<file path="config.mk">
export PLATFORM = sky130hd
export DESIGN_NAME = adc_acq_scheduler_flat
export DESIGN_NICKNAME = d
export VERILOG_FILES = /design/src/rtl/adc_acq_scheduler_if.sv /design/src/rtl/adc_acq_scheduler.sv /design/src/flat_wrapper.sv
export SDC_FILE = /design/constraint.sdc
export NUM_CORES = 1
export LEC_CHECK = 0
export CAP_MARGIN = 5
export CELL_PAD_IN_SITES_DETAIL_PLACEMENT = 0
export CELL_PAD_IN_SITES_GLOBAL_PLACEMENT = 2
export CORE_MARGIN = 1.5
export CORE_UTILIZATION = 38
export DETAILED_ROUTE_END_ITERATION = 7
export HOLD_SLACK_MARGIN = 0.15
export PLACE_DENSITY = 0.81
export SYNTH_ARGS = -nofsm -noshare
export SYNTH_HDL_FRONTEND = slang
export SYNTH_SLANG_ARGS = --single-unit
export TNS_END_PERCENT = 50
</file>
<file path="constraint.sdc">
create_clock -name spi_clk -period 4.1 [get_ports spi_clk]
set_input_delay 1.025 -clock spi_clk [delete_from_list [all_inputs] [get_ports spi_clk]]
set_output_delay 1.025 -clock spi_clk [all_outputs]
set_load 0.005 [all_outputs]
</file>
<file path="src/rtl/adc_acq_scheduler_if.sv">
// adc_acq_scheduler_if
//   Handshake bundle between the acquisition scheduler, the register-word
//   source, and the ADC manager.
//   cfg_*          : register-word stream into the scheduler FIFO
//   adc_ready      : manager idle and able to accept work
//   adc_cnv_done   : manager strobe, one conversion word handed off
//   adc_trigger    : conversion trigger pulse to the manager
//   adc_cfg_*      : register-word stream from the FIFO head to the manager
//   master modport : scheduler side; slave modport : source/manager side.
interface adc_acq_scheduler_if;
  logic [31:0] cfg_tdata;
  logic        cfg_tvalid;
  logic        cfg_tready;
  logic        adc_ready;
  logic        adc_cnv_done;
  logic        adc_trigger;
  logic [31:0] adc_cfg_tdata;
  logic        adc_cfg_tvalid;
  logic        adc_cfg_tready;

  modport master (
    input  cfg_tdata, cfg_tvalid, adc_ready, adc_cnv_done, adc_cfg_tready,
    output cfg_tready, adc_trigger, adc_cfg_tdata, adc_cfg_tvalid
  );

  modport slave (
    output cfg_tdata, cfg_tvalid, adc_ready, adc_cnv_done, adc_cfg_tready,
    input  cfg_tready, adc_trigger, adc_cfg_tdata, adc_cfg_tvalid
  );
endinterface

</file>
<file path="src/rtl/adc_acq_scheduler.sv">
// adc_acq_scheduler
//   Paces ADC conversion triggers at a programmable period, counts bursts and
//   shares the single ADC SPI resource between conversions and queued
//   register-write words.
// Ports
//   spi_clk, aresetn : clock (rising edge), async active-low reset
//   start            : 1-cycle run request, honoured only in IDLE
//   abort            : stop run, back to IDLE (highest priority)
//   period           : trigger spacing in cycles (<2 behaves as 2), sampled at start
//   burst_len        : triggers per run, 0 = continuous, sampled at start
//   bus              : adc_acq_scheduler_if.master (cfg stream, ADC manager handshake)
//   busy             : state != IDLE
//   done             : 1-cycle pulse when a finite burst has fully completed
//   overrun          : sticky, a tick found adc_ready low; cleared by start
// Build option
//   ADC_SCHED_EXT_TRIG_EN : adds async input ext_trig; its synchronised rising
//   edge acts as start in IDLE and replaces the period counter as tick source.
//
// state | meaning
// IDLE  | no run; FIFO words forwarded to the manager
// CFG   | run requested; draining FIFO before first trigger
// RUN   | pacing triggers; FIFO forwarding held off
// DRAIN | all triggers issued; waiting for the matching cnv_done strobes
module adc_acq_scheduler #(
  parameter int CNT_WIDTH   = 32,
  parameter int BURST_WIDTH = 16,
  parameter int CFG_DEPTH   = 4
) (
  input  logic                   spi_clk,
  input  logic                   aresetn,
  input  logic                   start,
  input  logic                   abort,
  input  logic [CNT_WIDTH-1:0]   period,
  input  logic [BURST_WIDTH-1:0] burst_len,
`ifdef ADC_SCHED_EXT_TRIG_EN
  input  logic                   ext_trig,
`endif
  adc_acq_scheduler_if.master    bus,
  output logic                   busy,
  output logic                   done,
  output logic                   overrun
);

  localparam int AW = $clog2(CFG_DEPTH);

  typedef enum logic [1:0] {S_IDLE, S_CFG, S_RUN, S_DRAIN} state_t;

  state_t state_q, state_d;

  // register-word FIFO; pointers carry one extra wrap bit
  logic [31:0] mem_q [CFG_DEPTH];
  logic [AW:0] wr_ptr_q, rd_ptr_q;
  logic        fifo_empty, fifo_full, push, pop, fwd_en;

  logic [CNT_WIDTH-1:0]   period_eff, period_q, cnt_q;
  logic [BURST_WIDTH-1:0] burst_q, issued_q, completed_q, completed_d;
  logic                   trig_q, done_q, overrun_q;

  logic start_ev, tick_src, burst_hit;
  logic accept_start, tick_run, trig_d, done_d, drop_tick;

  assign fifo_empty = (wr_ptr_q == rd_ptr_q);
  assign fifo_full  = (wr_ptr_q[AW] != rd_ptr_q[AW]) &&
                      (wr_ptr_q[AW-1:0] == rd_ptr_q[AW-1:0]);
  assign fwd_en     = (state_q == S_IDLE) || (state_q == S_CFG);

  assign bus.cfg_tready     = !fifo_full;
  assign bus.adc_cfg_tvalid = fwd_en && !fifo_empty && bus.adc_ready;
  // memory is reset, so the head reads 0 out of reset
  assign bus.adc_cfg_tdata  = mem_q[rd_ptr_q[AW-1:0]];
  assign bus.adc_trigger    = trig_q;

  assign push = bus.cfg_tvalid && bus.cfg_tready;
  assign pop  = bus.adc_cfg_tvalid && bus.adc_cfg_tready;

  always_ff @(posedge spi_clk or negedge aresetn) begin
    if (!aresetn) begin
      wr_ptr_q <= '0;
      rd_ptr_q <= '0;
      for (int i = 0; i < CFG_DEPTH; i++) mem_q[i] <= '0;
    end else begin
      if (push) begin
        mem_q[wr_ptr_q[AW-1:0]] <= bus.cfg_tdata;
        wr_ptr_q <= wr_ptr_q + (AW+1)'(1);
      end
      if (pop) rd_ptr_q <= rd_ptr_q + (AW+1)'(1);
    end
  end

`ifdef ADC_SCHED_EXT_TRIG_EN
  // [0],[1] synchroniser, [2] previous synchronised value for edge detect
  logic [2:0] ext_sync_q;
  logic       ext_rise;

  always_ff @(posedge spi_clk or negedge aresetn) begin
    if (!aresetn) ext_sync_q <= '0;
    else          ext_sync_q <= {ext_sync_q[1:0], ext_trig};
  end

  assign ext_rise = ext_sync_q[1] && !ext_sync_q[2];
  assign start_ev = start || ext_rise;
  assign tick_src = ext_rise;
`else
  assign start_ev = start;
  assign tick_src = (cnt_q == '0);
`endif

  assign period_eff  = (period < CNT_WIDTH'(2)) ? CNT_WIDTH'(2) : period;
  assign burst_hit   = (burst_q != '0) && (issued_q == burst_q);
  assign completed_d = completed_q + BURST_WIDTH'(bus.adc_cnv_done &&
                         ((state_q == S_RUN) || (state_q == S_DRAIN)));

  always_ff @(posedge spi_clk or negedge aresetn) begin
    if (!aresetn) state_q <= S_IDLE;
    else          state_q <= state_d;
  end

  always_comb begin
    state_d      = state_q;
    accept_start = 1'b0;
    tick_run     = 1'b0;
    trig_d       = 1'b0;
    drop_tick    = 1'b0;
    done_d       = 1'b0;
    if (abort) begin
      state_d = S_IDLE;
    end else begin
      case (state_q)
        S_IDLE: begin
          if (start_ev) begin
            accept_start = 1'b1;
            state_d      = fifo_empty ? S_RUN : S_CFG;
          end
        end
        S_CFG: begin
          if (fifo_empty && bus.adc_ready) state_d = S_RUN;
        end
        S_RUN: begin
          if (burst_hit) begin
            state_d = S_DRAIN;
          end else if (tick_src) begin
            tick_run  = 1'b1;
            trig_d    = bus.adc_ready;
            drop_tick = !bus.adc_ready;
          end
        end
        S_DRAIN: begin
          // include this cycle's strobe so done follows the last cnv_done directly
          if (completed_d == issued_q) begin
            state_d = S_IDLE;
            done_d  = 1'b1;
          end
        end
        default: state_d = S_IDLE;
      endcase
    end
  end

  always_ff @(posedge spi_clk or negedge aresetn) begin
    if (!aresetn) begin
      period_q    <= '0;
      burst_q     <= '0;
      cnt_q       <= '0;
      issued_q    <= '0;
      completed_q <= '0;
      trig_q      <= 1'b0;
      done_q      <= 1'b0;
      overrun_q   <= 1'b0;
    end else begin
      trig_q <= trig_d;
      done_q <= done_d;
      if (accept_start) begin
        // counter is preloaded here and holds through CFG until RUN begins
        period_q    <= period_eff;
        burst_q     <= burst_len;
        cnt_q       <= period_eff - CNT_WIDTH'(1);
        issued_q    <= '0;
        completed_q <= '0;
        overrun_q   <= 1'b0;
      end else begin
        completed_q <= completed_d;
        if (tick_run)
          cnt_q <= period_q - CNT_WIDTH'(1);
        else if ((state_q == S_RUN) && !burst_hit && !abort)
          cnt_q <= cnt_q - CNT_WIDTH'(1);
        if (trig_d)    issued_q  <= issued_q + BURST_WIDTH'(1);
        if (drop_tick) overrun_q <= 1'b1;
      end
    end
  end

  assign busy    = (state_q != S_IDLE);
  assign done    = done_q;
  assign overrun = overrun_q;

endmodule
</file>
<file path="src/flat_wrapper.sv">
// flat-port wrapper written by rule: the top's interface ports become plain ports
module adc_acq_scheduler_flat 
#(
  parameter int CNT_WIDTH   = 32,
  parameter int BURST_WIDTH = 16,
  parameter int CFG_DEPTH   = 4
)
  (spi_clk, aresetn, start, abort, period, burst_len, busy, done, overrun, bus_cfg_tdata, bus_cfg_tvalid, bus_adc_ready, bus_adc_cnv_done, bus_adc_cfg_tready, bus_cfg_tready, bus_adc_trigger, bus_adc_cfg_tdata, bus_adc_cfg_tvalid);
  adc_acq_scheduler_if bus_i ();
  input  logic spi_clk;
  input  logic aresetn;
  input  logic start;
  input  logic abort;
  input  logic [CNT_WIDTH-1:0] period;
  input  logic [BURST_WIDTH-1:0] burst_len;
  output logic busy;
  output logic done;
  output logic overrun;
  input wire logic [$bits(bus_i.cfg_tdata)-1:0] bus_cfg_tdata;
  input wire logic [$bits(bus_i.cfg_tvalid)-1:0] bus_cfg_tvalid;
  input wire logic [$bits(bus_i.adc_ready)-1:0] bus_adc_ready;
  input wire logic [$bits(bus_i.adc_cnv_done)-1:0] bus_adc_cnv_done;
  input wire logic [$bits(bus_i.adc_cfg_tready)-1:0] bus_adc_cfg_tready;
  output wire logic [$bits(bus_i.cfg_tready)-1:0] bus_cfg_tready;
  output wire logic [$bits(bus_i.adc_trigger)-1:0] bus_adc_trigger;
  output wire logic [$bits(bus_i.adc_cfg_tdata)-1:0] bus_adc_cfg_tdata;
  output wire logic [$bits(bus_i.adc_cfg_tvalid)-1:0] bus_adc_cfg_tvalid;
  assign bus_i.cfg_tdata = bus_cfg_tdata;
  assign bus_i.cfg_tvalid = bus_cfg_tvalid;
  assign bus_i.adc_ready = bus_adc_ready;
  assign bus_i.adc_cnv_done = bus_adc_cnv_done;
  assign bus_i.adc_cfg_tready = bus_adc_cfg_tready;
  assign bus_cfg_tready = bus_i.cfg_tready;
  assign bus_adc_trigger = bus_i.adc_trigger;
  assign bus_adc_cfg_tdata = bus_i.adc_cfg_tdata;
  assign bus_adc_cfg_tvalid = bus_i.adc_cfg_tvalid;
  adc_acq_scheduler #(.CNT_WIDTH(CNT_WIDTH), .BURST_WIDTH(BURST_WIDTH), .CFG_DEPTH(CFG_DEPTH)) u_core (.spi_clk(spi_clk), .aresetn(aresetn), .start(start), .abort(abort), .period(period), .burst_len(burst_len), .bus(bus_i), .busy(busy), .done(done), .overrun(overrun));
endmodule
</file>
== Word level (Yosys, flattened, before mapping) ==
Cells that the tools add are included.

* Output and inout bits: 38
* Bits of input ports: 88
* Register bits after elaboration: 251

* Muxes and demuxes: 40
* $lt $le $gt $ge: 4
* Equal/unequal tests: 12
* Reductions and logical operators: 26
* $add $sub $neg: 7
* Bitwise gates (word level): 2

{| class="wikitable"
|+ Operators with widths
! cell !! number
|-
| $mux W32 || 7
|-
| $bwmux W128 || 1
|-
| $sub A32 B1 Y32 const B || 3
|-
| $bmux W32 S2 || 1
|-
| $demux W32 S2 || 1
|-
| $mux W16 || 3
|-
| $eq A16 B16 Y1 || 2
|-
| $logic_not A32 Y1 || 1
|-
| $lt A32 B2 Y1 const B || 1
|-
| $mux W1 || 20
|-
| $add A16 B1 Y16 || 1
|-
| $add A16 B1 Y16 const B || 1
|-
| $reduce_bool A16 Y1 || 1
|-
| $mux W2 || 6
|-
| $logic_and A1 B1 Y1 || 11
|-
| $ne A3 B3 Y1 const B || 3
|-
| $pmux W2 S4 || 1
|-
| $add A3 B1 Y3 const B || 2
|-
| $ge A3 B3 Y1 const B || 2
|-
| $not A2 Y3 || 2
|-
| $reduce_bool A2 Y1 || 3
|-
| $logic_not A1 Y1 || 5
|-
| $eq A2 B2 Y1 const B || 2
|-
| $reduce_and A4 Y1 || 1
|-
| 9 further kinds || 10
|}

== Logic depth before layout (Yosys ltp) ==
Gate-level depths: netlist of run 1.

* Depth in word-level cells: 8
* Depth in mapped cells: 16
* Depth with buffers taken out: 15

== Worst setup path before layout of run 1 ==
OpenSTA, ideal clock, no wires.

* Path kind: in2reg
* Start: input bus_adc_cnv_done
* End: register u_core.state_q[1]
* Setup time: 125 ps
* Data arrival time: 3491 ps
* Buffers on the path: 0
* Required time: 3975 ps
* Stages: 13
* Path slack: 484 ps
* Cells stage by stage: o21a_1 ha_1 ha_1 nand3_1 nor2_1 and4_1 xnor2_1 xnor2_1 or4_1 nor3_1 o221a_2 o21ai_0 mux2_2

* Cells in the longest elaborated chain, start to end: 5

{| class="wikitable"
|+ RTL lines
! element !! line !! RTL
|-
| from (decl) || flat_wrapper.sv:22 || <nowiki>input wire logic [$bits(bus_i.adc_cnv_done)-1:0] bus_adc_cnv_done;</nowiki>
|-
| $logic_and A1 B1 Y1 || adc_acq_scheduler.sv:110 || <nowiki>assign completed_d = completed_q + BURST_WIDTH'(bus.adc_cnv_done &&</nowiki>
|-
| $add A16 B1 Y16 || adc_acq_scheduler.sv:110 ||
|-
| $eq A16 B16 Y1 || adc_acq_scheduler.sv:149 || <nowiki>if (completed_d == issued_q) begin</nowiki>
|-
| $ne A3 B3 Y1 (no line) || -- ||
|-
| $reduce_and A4 Y1 (no line) || -- ||
|-
| to (signal assigned) || adc_acq_scheduler.sv:115 || <nowiki>else state_q <= state_d;</nowiki>
|-
| to (decl) || adc_acq_scheduler.sv:48 || <nowiki>state_t state_q, state_d;</nowiki>
|}

Every way passes these cells.
A chain may end at the register's enable or synchronous reset.

== Worst setup path after layout of run 1 ==
* Start: input period[31]
* End: register u_core.cnt_q[28]

* Cells in the longest elaborated chain, start to end: 4

{| class="wikitable"
|+ RTL lines
! element !! line !! RTL
|-
| from (decl) || flat_wrapper.sv:14 || <nowiki>input logic [CNT_WIDTH-1:0] period;</nowiki>
|-
| $lt A32 B2 Y1 || adc_acq_scheduler.sv:108 || <nowiki>assign period_eff = (period < CNT_WIDTH'(2)) ? CNT_WIDTH'(2) : period;</nowiki>
|-
| $mux W32 || adc_acq_scheduler.sv:108 ||
|-
| $sub A32 B1 Y32 || adc_acq_scheduler.sv:176 || <nowiki>cnt_q <= period_eff - CNT_WIDTH'(1);</nowiki>
|-
| $mux W32 || adc_acq_scheduler.sv:172 || <nowiki>if (accept_start) begin</nowiki>
|-
| to (signal assigned) || adc_acq_scheduler.sv:176 ||
|-
| to (signal assigned) || adc_acq_scheduler.sv:183 || <nowiki>cnt_q <= period_q - CNT_WIDTH'(1);</nowiki>
|-
| to (signal assigned) || adc_acq_scheduler.sv:185 || <nowiki>cnt_q <= cnt_q - CNT_WIDTH'(1);</nowiki>
|-
| to (decl) || adc_acq_scheduler.sv:55 || <nowiki>logic [CNT_WIDTH-1:0] period_eff, period_q, cnt_q;</nowiki>
|}

Every way passes these cells.

==> impl_metrics.tcl, run 1 <==
set metrics [dict create \
    critical_path_class "in2reg" \
    cpMostUsedCell "buf_4" \
    pwr_density_cell_nw_per_um2 725 \
    ys_seq_area_share_pct 50.1 \
    syn_area_per_cell_um2 11.3 \
    synth_area_um2 12500 \
    hold_viol_final 0 \
    worst_slack_ns 0.475 \
    final_common_cell "dfrtp_1" \
    final_cell_mix "dfrtp_1 (250), nand2_1 (201), mux2_2 (131)" \
    placed_area_um2 14900 \
    syn_nets 1213 \
    finalCritPeriodShare_pct 88.4 \
    clk_pin_slew_ns 0.06 \
    dr.pass1.iters 4 \
    leakage_nw 6.81 \
    critPathMaxFanout 5 \
    crit_path_cell_trace "clkdlybuf4s50_1 > nor4_1 > buf_4 > nand4_1 > o211a_1 > or2b_2 > o22ai_1 > buf_4 > inv_1 > ha_1 > nand2_1 > a21oi_1 > and2_2 > nand3_4 > nor4_2 > xnor2_1 > mux2_4" \
    ys.flop_type "dfrtp_1" \
    grt_pass1_vias 9462 \
    regArea_um2 6280 \
    cp_slowest_cell "clkdlybuf4s50_1" \
    cts_inserted_buffers 29 \
    clk_latency_ns 0.56 \
    vias_per_cell 5.06 \
    grt_pass1_wl_um 51500 \
    dieArea_um2 34100 \
    outcome "finished, final reports clean" \
    place_hpwl_um 22000 \
    yosysWarningCount 0 \
    cp_data_required_time_ns 4.54 \
    setup_viol 0 \
    gp_congestion 0.834 \
    hold_path_class "in2async" \
    grt_setup_unrepaired "false" \
    die_h_um 185 \
    drive_above_1_share_pct 25.6 \
    max_stage_delay_ns 0.50 \
    finish.instance_area_um2 15800 \
    yosysUniqueCellTypes 76 \
    fin_setup_tns_ns 0 \
    die_w_um 185 \
    drc_errors 0 \
    cp-start-kind "input pin" \
    areaGrowthSynthToFinish_pct 26.3 \
    post_cts_resized 0 \
    r2r_cells 12 \
    ys_ff_latch 251 \
    grt_antenna_before_repair 0 \
    post_cts_buffers 0 \
    io_buffer_count 125 \
    io_pins 126 \
    vias 9010 \
    rows 66 \
    wl_um 31600 \
    synth-edff-count 0 \
    p_total_mw 11.5 \
    drv_cap 0 \
    pre_cts_slack_ns -0.0701 \
    drv_slew 0 \
    ant_nets 0 \
    drt-initial-drc-count 492 \
    grt_max_degree 100 \
    post-route-min-period_ns 3.63 \
    grt_use_total_pct 19.2 \
    cts_tree "built" \
    ir_drop_uv 504 \
    clock_skew_ns 0.00710 \
    fillers 2982 \
    clock.fmax_mhz 276 \
    arrival_ns 4.06 \
    syn_inst 1112 \
    worst_pin_slew_ns 0.864 \
    core_area_um2 32500 \
    cts_hold_buf 0 \
    antennaDiodeCount 0 \
    initial_core_util_pct 38.6 \
    htreeDepth 1 \
    grt_overflow 0 \
    cts_sinks 251 \
    ctsRootBufferMaster "clkbuf_16" \
    wl_per_cell_um 17.8 \
    cts.path.max_buffers 3 \
    synth-async-reset-ratio_pct 100 \
    fin_nets 1417 \
    relSlewSlack_pct 42.4 \
    endpoint_kind "flip-flop" \
    multi_input_area_um2 5920 \
]
through the flow:
| step | cells | hold WS [ns] | util (%) |
|---|---|---|---|
| floorplan | 1112 | 0.432 | - |
| global placement | 1727 | 0.447 | 45.9 |
| detailed placement | 1727 | 0.457 | 45.9 |
| CTS | 1780 | 0.472 | 48.8 |
| global route | 1780 | 0.501 | 48.8 |
| finish | 1780 | 0.471 | 48.8 |
worst paths after layout:
| path | end | startpoint | slack [ns] |
|---|---|---|---|
| max | u_core.cnt_q[28] | period[31] | 0.47 |
| min | u_core.period_q[23] | aresetn | 0.47 |
| max reg2reg | u_core.cnt_q[26] | u_core.issued_q[8] | 0.60 |
| min reg2reg | u_core.period_q[20] | u_core.period_q[20] | 0.47 |
| max in group asynchronous | u_core.mem_q[85] | aresetn | 2.63 |
| min in group spi_clk | u_core.period_q[20] | u_core.period_q[20] | 0.47 |
cells in the mapped netlist, types with 3 or more instances:
| cell | n | area share, % |
|---|---|---|
| dfrtp_1 | 251 | 50 |
| nand2_1 | 201 | 6.0 |
| mux2_2 | 131 | 12 |
| nor2_1 | 73 | 2.2 |
| xnor2_1 | 55 | 3.8 |
| a21oi_1 | 39 | 1.6 |
| o21ai_0 | 34 | 1.4 |
| mux4_2 | 32 | 5.8 |
| xor2_1 | 31 | 2.2 |
| clkbuf_1 | 28 | 0.84 |
| nor4_1 | 23 | 1.1 |
| nand4_1 | 18 | 0.90 |
| nor3_1 | 17 | 0.68 |
| buf_1 | 16 | 0.48 |
| nand3_1 | 16 | 0.64 |
| inv_1 | 14 | 0.42 |
| ha_1 | 13 | 1.3 |
| or3_1 | 12 | 0.60 |
| and2_1 | 6 | 0.30 |
| buf_6 | 6 | 0.54 |
| a21boi_0 | 5 | 0.30 |
| mux2i_1 | 5 | 0.40 |
| o21ai_1 | 5 | 0.20 |
| and3_1 | 4 | 0.20 |
| o211ai_1 | 4 | 0.24 |
| o211ai_2 | 4 | 0.40 |
| o31ai_1 | 4 | 0.24 |
| a21o_1 | 3 | 0.18 |
| a31oi_1 | 3 | 0.15 |
| clkbuf_8 | 3 | 0.33 |
| xnor2_2 | 3 | 0.39 |
area by class of cell:
cell class	instances	share of cell area [%]
clock buffer	44	5.32
inverter	14	0.332
sequential	251	39.7
clock inverter	9	0.569
tap	442	3.49
multi-input combinational	793	37.4
timing repair buffer	227	13.2
report_power, final:
group          internal, mW  total, mW  switching (mW)
combinational          2.70       4.67            1.97
sequential             3.55       4.27           0.721
clock                  1.48       2.52            1.05
per-layer routing:
layer	vias to the layer above	part of all wire, %	GRT usage, %
met5	-	0	0
met4	0	1.4	3.41
met3	33	5.8	4.39
met2	152	48	31.9
met1	4497	45	25.7
li1	4328	-	-
logic make-up after synthesis:
kind of cell               after synthesis  synth area share, %
adders and majority gates               13                 1.30
buffers and inverters                   68                 2.68
DFF                                    251                 50.1
muxes                                  169                 18.0
AOI/OAI and AO/OA                      125                 6.53
and+or+nand+nor                        397                 14.9
xor gates and xnor gates                89                 6.40
worst max-delay path, delay by kind of cell:
family	cells	cell delay [ns]
AND/OR/NAND/NOR	7	1.17
AO/OA/AOI/OAI	3	0.39
buffers and inverters	4	0.87
XOR/XNOR	1	0.14
adder cells (fa/ha/maj)	1	0.21
multiplexers	1	0.27
registers in the layout, indices dropped and copies added (netlist names):
register and count:
u_core.done 1, u_core.issued_q 16, u_core.bus.adc_trigger 1, u_core.period_q 32, u_core.rd_ptr_q 3, u_core.completed_q 16
u_core.burst_q 16, u_core.mem_q 128, u_core.state_q 2, u_core.wr_ptr_q 3, u_core.cnt_q 32, u_core.overrun 1
No activity file was read; power rests on OpenSTA's default activity.
==> inputs of run 2 (changes only) <==
- SETUP_SLACK_MARGIN: default -> 0.2
==> results of run 2 <==
No change in the layout: final DEF, timing and power equal those of run 1.
==> inputs of run 3 (changes only) <==
--- a/config.mk
+++ b/config.mk
@@ -13,5 +13,5 @@
 export DETAILED_ROUTE_END_ITERATION = 7
 export HOLD_SLACK_MARGIN = 0.15
-export PLACE_DENSITY = 0.81
+export PLACE_DENSITY = 0.82
 export SETUP_SLACK_MARGIN = 0.2
 export SYNTH_ARGS = -nofsm -noshare
==> constraint.sdc (replaced) <==
create_clock -name spi_clk -period 4.1 [get_ports spi_clk]
set_input_delay 0.82 -clock spi_clk [delete_from_list [all_inputs] [get_ports spi_clk]]
set_output_delay 0.82 -clock spi_clk [all_outputs]
set_load 0.005 [all_outputs]
==> impl_metrics.tcl, run 3 (synthesis gave the netlist of run 1 again) <==
set metrics [dict create \
    clock_skew_ns 0.0162 \
    post-route-min-period_ns 3.54 \
    drive_above_1_share_pct 23.2 \
    ctsRootBufferMaster "clkbuf_16" \
    p_total_mw 11.5 \
    htreeDepth 1 \
    grt_max_degree 97 \
    antennaDiodeCount 0 \
    finalCritPeriodShare_pct 86.3 \
    leakage_nw 6.62 \
    wl_per_cell_um 17.7 \
    drc_errors 0 \
    fillers 2991 \
    outcome "finished, final reports clean" \
    grt_antenna_before_repair 0 \
    ant_nets 0 \
    grt_pass1_wl_um 49800 \
    clk_pin_slew_ns 0.06 \
    final_cell_mix "dfrtp_1 (250), nand2_1 (201), mux2_2 (131)" \
    critical_path_class "reg2reg" \
    dieArea_um2 34100 \
    cts_inserted_buffers 29 \
    worst_slack_ns 0.563 \
    r2r_start "u_core.state_q[0]" \
    die_h_um 185 \
    place_hpwl_um 21400 \
    largest_reg_flops 128 \
    hold_viol_final 0 \
    endpoint_kind "flip-flop" \
    hold_path_class "in2async" \
    io_pins 126 \
    post_cts_resized 0 \
    fin_nets 1373 \
    setup_viol 0 \
    drt-initial-drc-count 405 \
    pwr_density_cell_nw_per_um2 738 \
    endpoint "u_core.state_q[1]" \
    clk_latency_ns 0.57 \
    ir_drop_uv 492 \
    die_w_um 185 \
    core_area_um2 32500 \
    top_register "u_core.mem_q" \
    relSlewSlack_pct 47.9 \
    initial_core_util_pct 38.6 \
    post_cts_buffers 0 \
    cts.path.max_buffers 3 \
    cts_tree "built" \
    worst_pin_slew_ns 0.782 \
    timing.rr.end "u_core.state_q[1]" \
    fin_setup_tns_ns 0 \
    cp_data_required_time_ns 4.55 \
    cts_sinks 251 \
    drv_cap 0 \
    areaGrowthSynthToFinish_pct 24.0 \
    gp_congestion 0.792 \
    cp-start-kind "flip-flop" \
    clock.fmax_mhz 283 \
    wl_um 30800 \
    reg_top3 "u_core.mem_q (128), u_core.cnt_q (32), u_core.period_q (32)" \
    cts_hold_buf 0 \
    grt_setup_unrepaired "false" \
    crit_start "u_core.state_q[0]" \
    vias 8811 \
    critPathMaxFanout 3 \
    io_buffer_count 125 \
    rows 66 \
    dr.pass1.iters 4 \
    drv_slew 0 \
    final_common_cell "dfrtp_1" \
    grt_use_total_pct 18.5 \
    r2r_cells 15 \
    ff2ff_setup_slack_ns 0.56 \
    arrival_ns 3.99 \
    grt_overflow 0 \
    vias_per_cell 5.08 \
    grt_pass1_vias 9048 \
    pre_cts_slack_ns 0.0599 \
]
-- run 3: changes by cell type in the layout (fill, tap and decap cells not counted), sizes merged --
cell and delta:
clkinv +1, buf -44, bufinv +2, clkbuf -6
-- run 3: report_power, final --
| part | internal [mW] | leakage [nW] | switching (mW) |
|---|---|---|---|
| Sequential | 3.55 | 3.07 | 0.747 |
| Clock | 1.57 | 0.474 | 1.05 |
| Combinational | 2.64 | 3.08 | 1.92 |
| Total | 7.76 | 6.62 | 3.72 |
-- run 3: worst min-delay path by stage --
| stage | from | to | slack, ns | depth (start not counted) |
|---|---|---|---|---|
| 3_5_place_dp | u_core.period_q[20] | u_core.period_q[20] | 0.46 | 2 |
| 6_report | aresetn | u_core.period_q[25] | 0.30 | 1 |
| 2_1_floorplan | u_core.period_q[20] | u_core.period_q[20] | 0.43 | 2 |
| 5_1_grt | aresetn | u_core.period_q[17] | 0.37 | 1 |
| 3_3_place_gp | u_core.period_q[20] | u_core.period_q[20] | 0.45 | 2 |
| 4_1_cts | aresetn | u_core.period_q[17] | 0.33 | 1 |
-- run 3: final cells by class --
| class | instances | area [um^2] | share of cell area, % |
|---|---|---|---|
| multi-input combinational | 793 | 5920 | 38.1 |
| clock buffer | 38 | 810 | 5.21 |
| inverter | 14 | 52.6 | 0.338 |
| sequential | 251 | 6280 | 40.4 |
| tap | 442 | 553 | 3.56 |
| timing repair buffer | 183 | 1770 | 11.4 |
| clock inverter | 12 | 155 | 0.998 |
-- run 3: critical path, cell delays in order, from the launching register on --
cell,delay [ns]
dfrtp_1,0.39
inv_1,0.09
ha_1,0.24
o21a_1,0.20
ha_1,0.20
ha_1,0.21
nand3_1,0.10
nor2_1,0.06
and4_1,0.21
xnor2_1,0.20
xnor2_1,0.08
or4_1,0.52
nor3_1,0.26
o221a_2,0.23
o21ai_0,0.13
mux2_2,0.30
-- run 3: through the flow --
stage | hold WS (ns) | cell area [um^2] | instances | utilization, %
4_1_cts | 0.331 | 15500 | 1733 | 47.9
6_report | 0.296 | 15500 | 1733 | 47.9
5_1_grt | 0.366 | 15500 | 1733 | 47.9
3_3_place_gp | 0.447 | 14600 | 1683 | 44.9
2_1_floorplan | 0.432 | 12500 | 1112 | -
3_5_place_dp | 0.455 | 14600 | 1683 | 44.9
-- run 3: layer usage --
metal / part of all wire, % / global-route usage [%] / vias up
met3: 6.2 / 4.80 / 45
li1: - / - / 4251
met5: 0 / 0 / -
met1: 45 / 24.8 / 4372
met4: 2.1 / 4.20 / 0
met2: 46 / 30.1 / 143
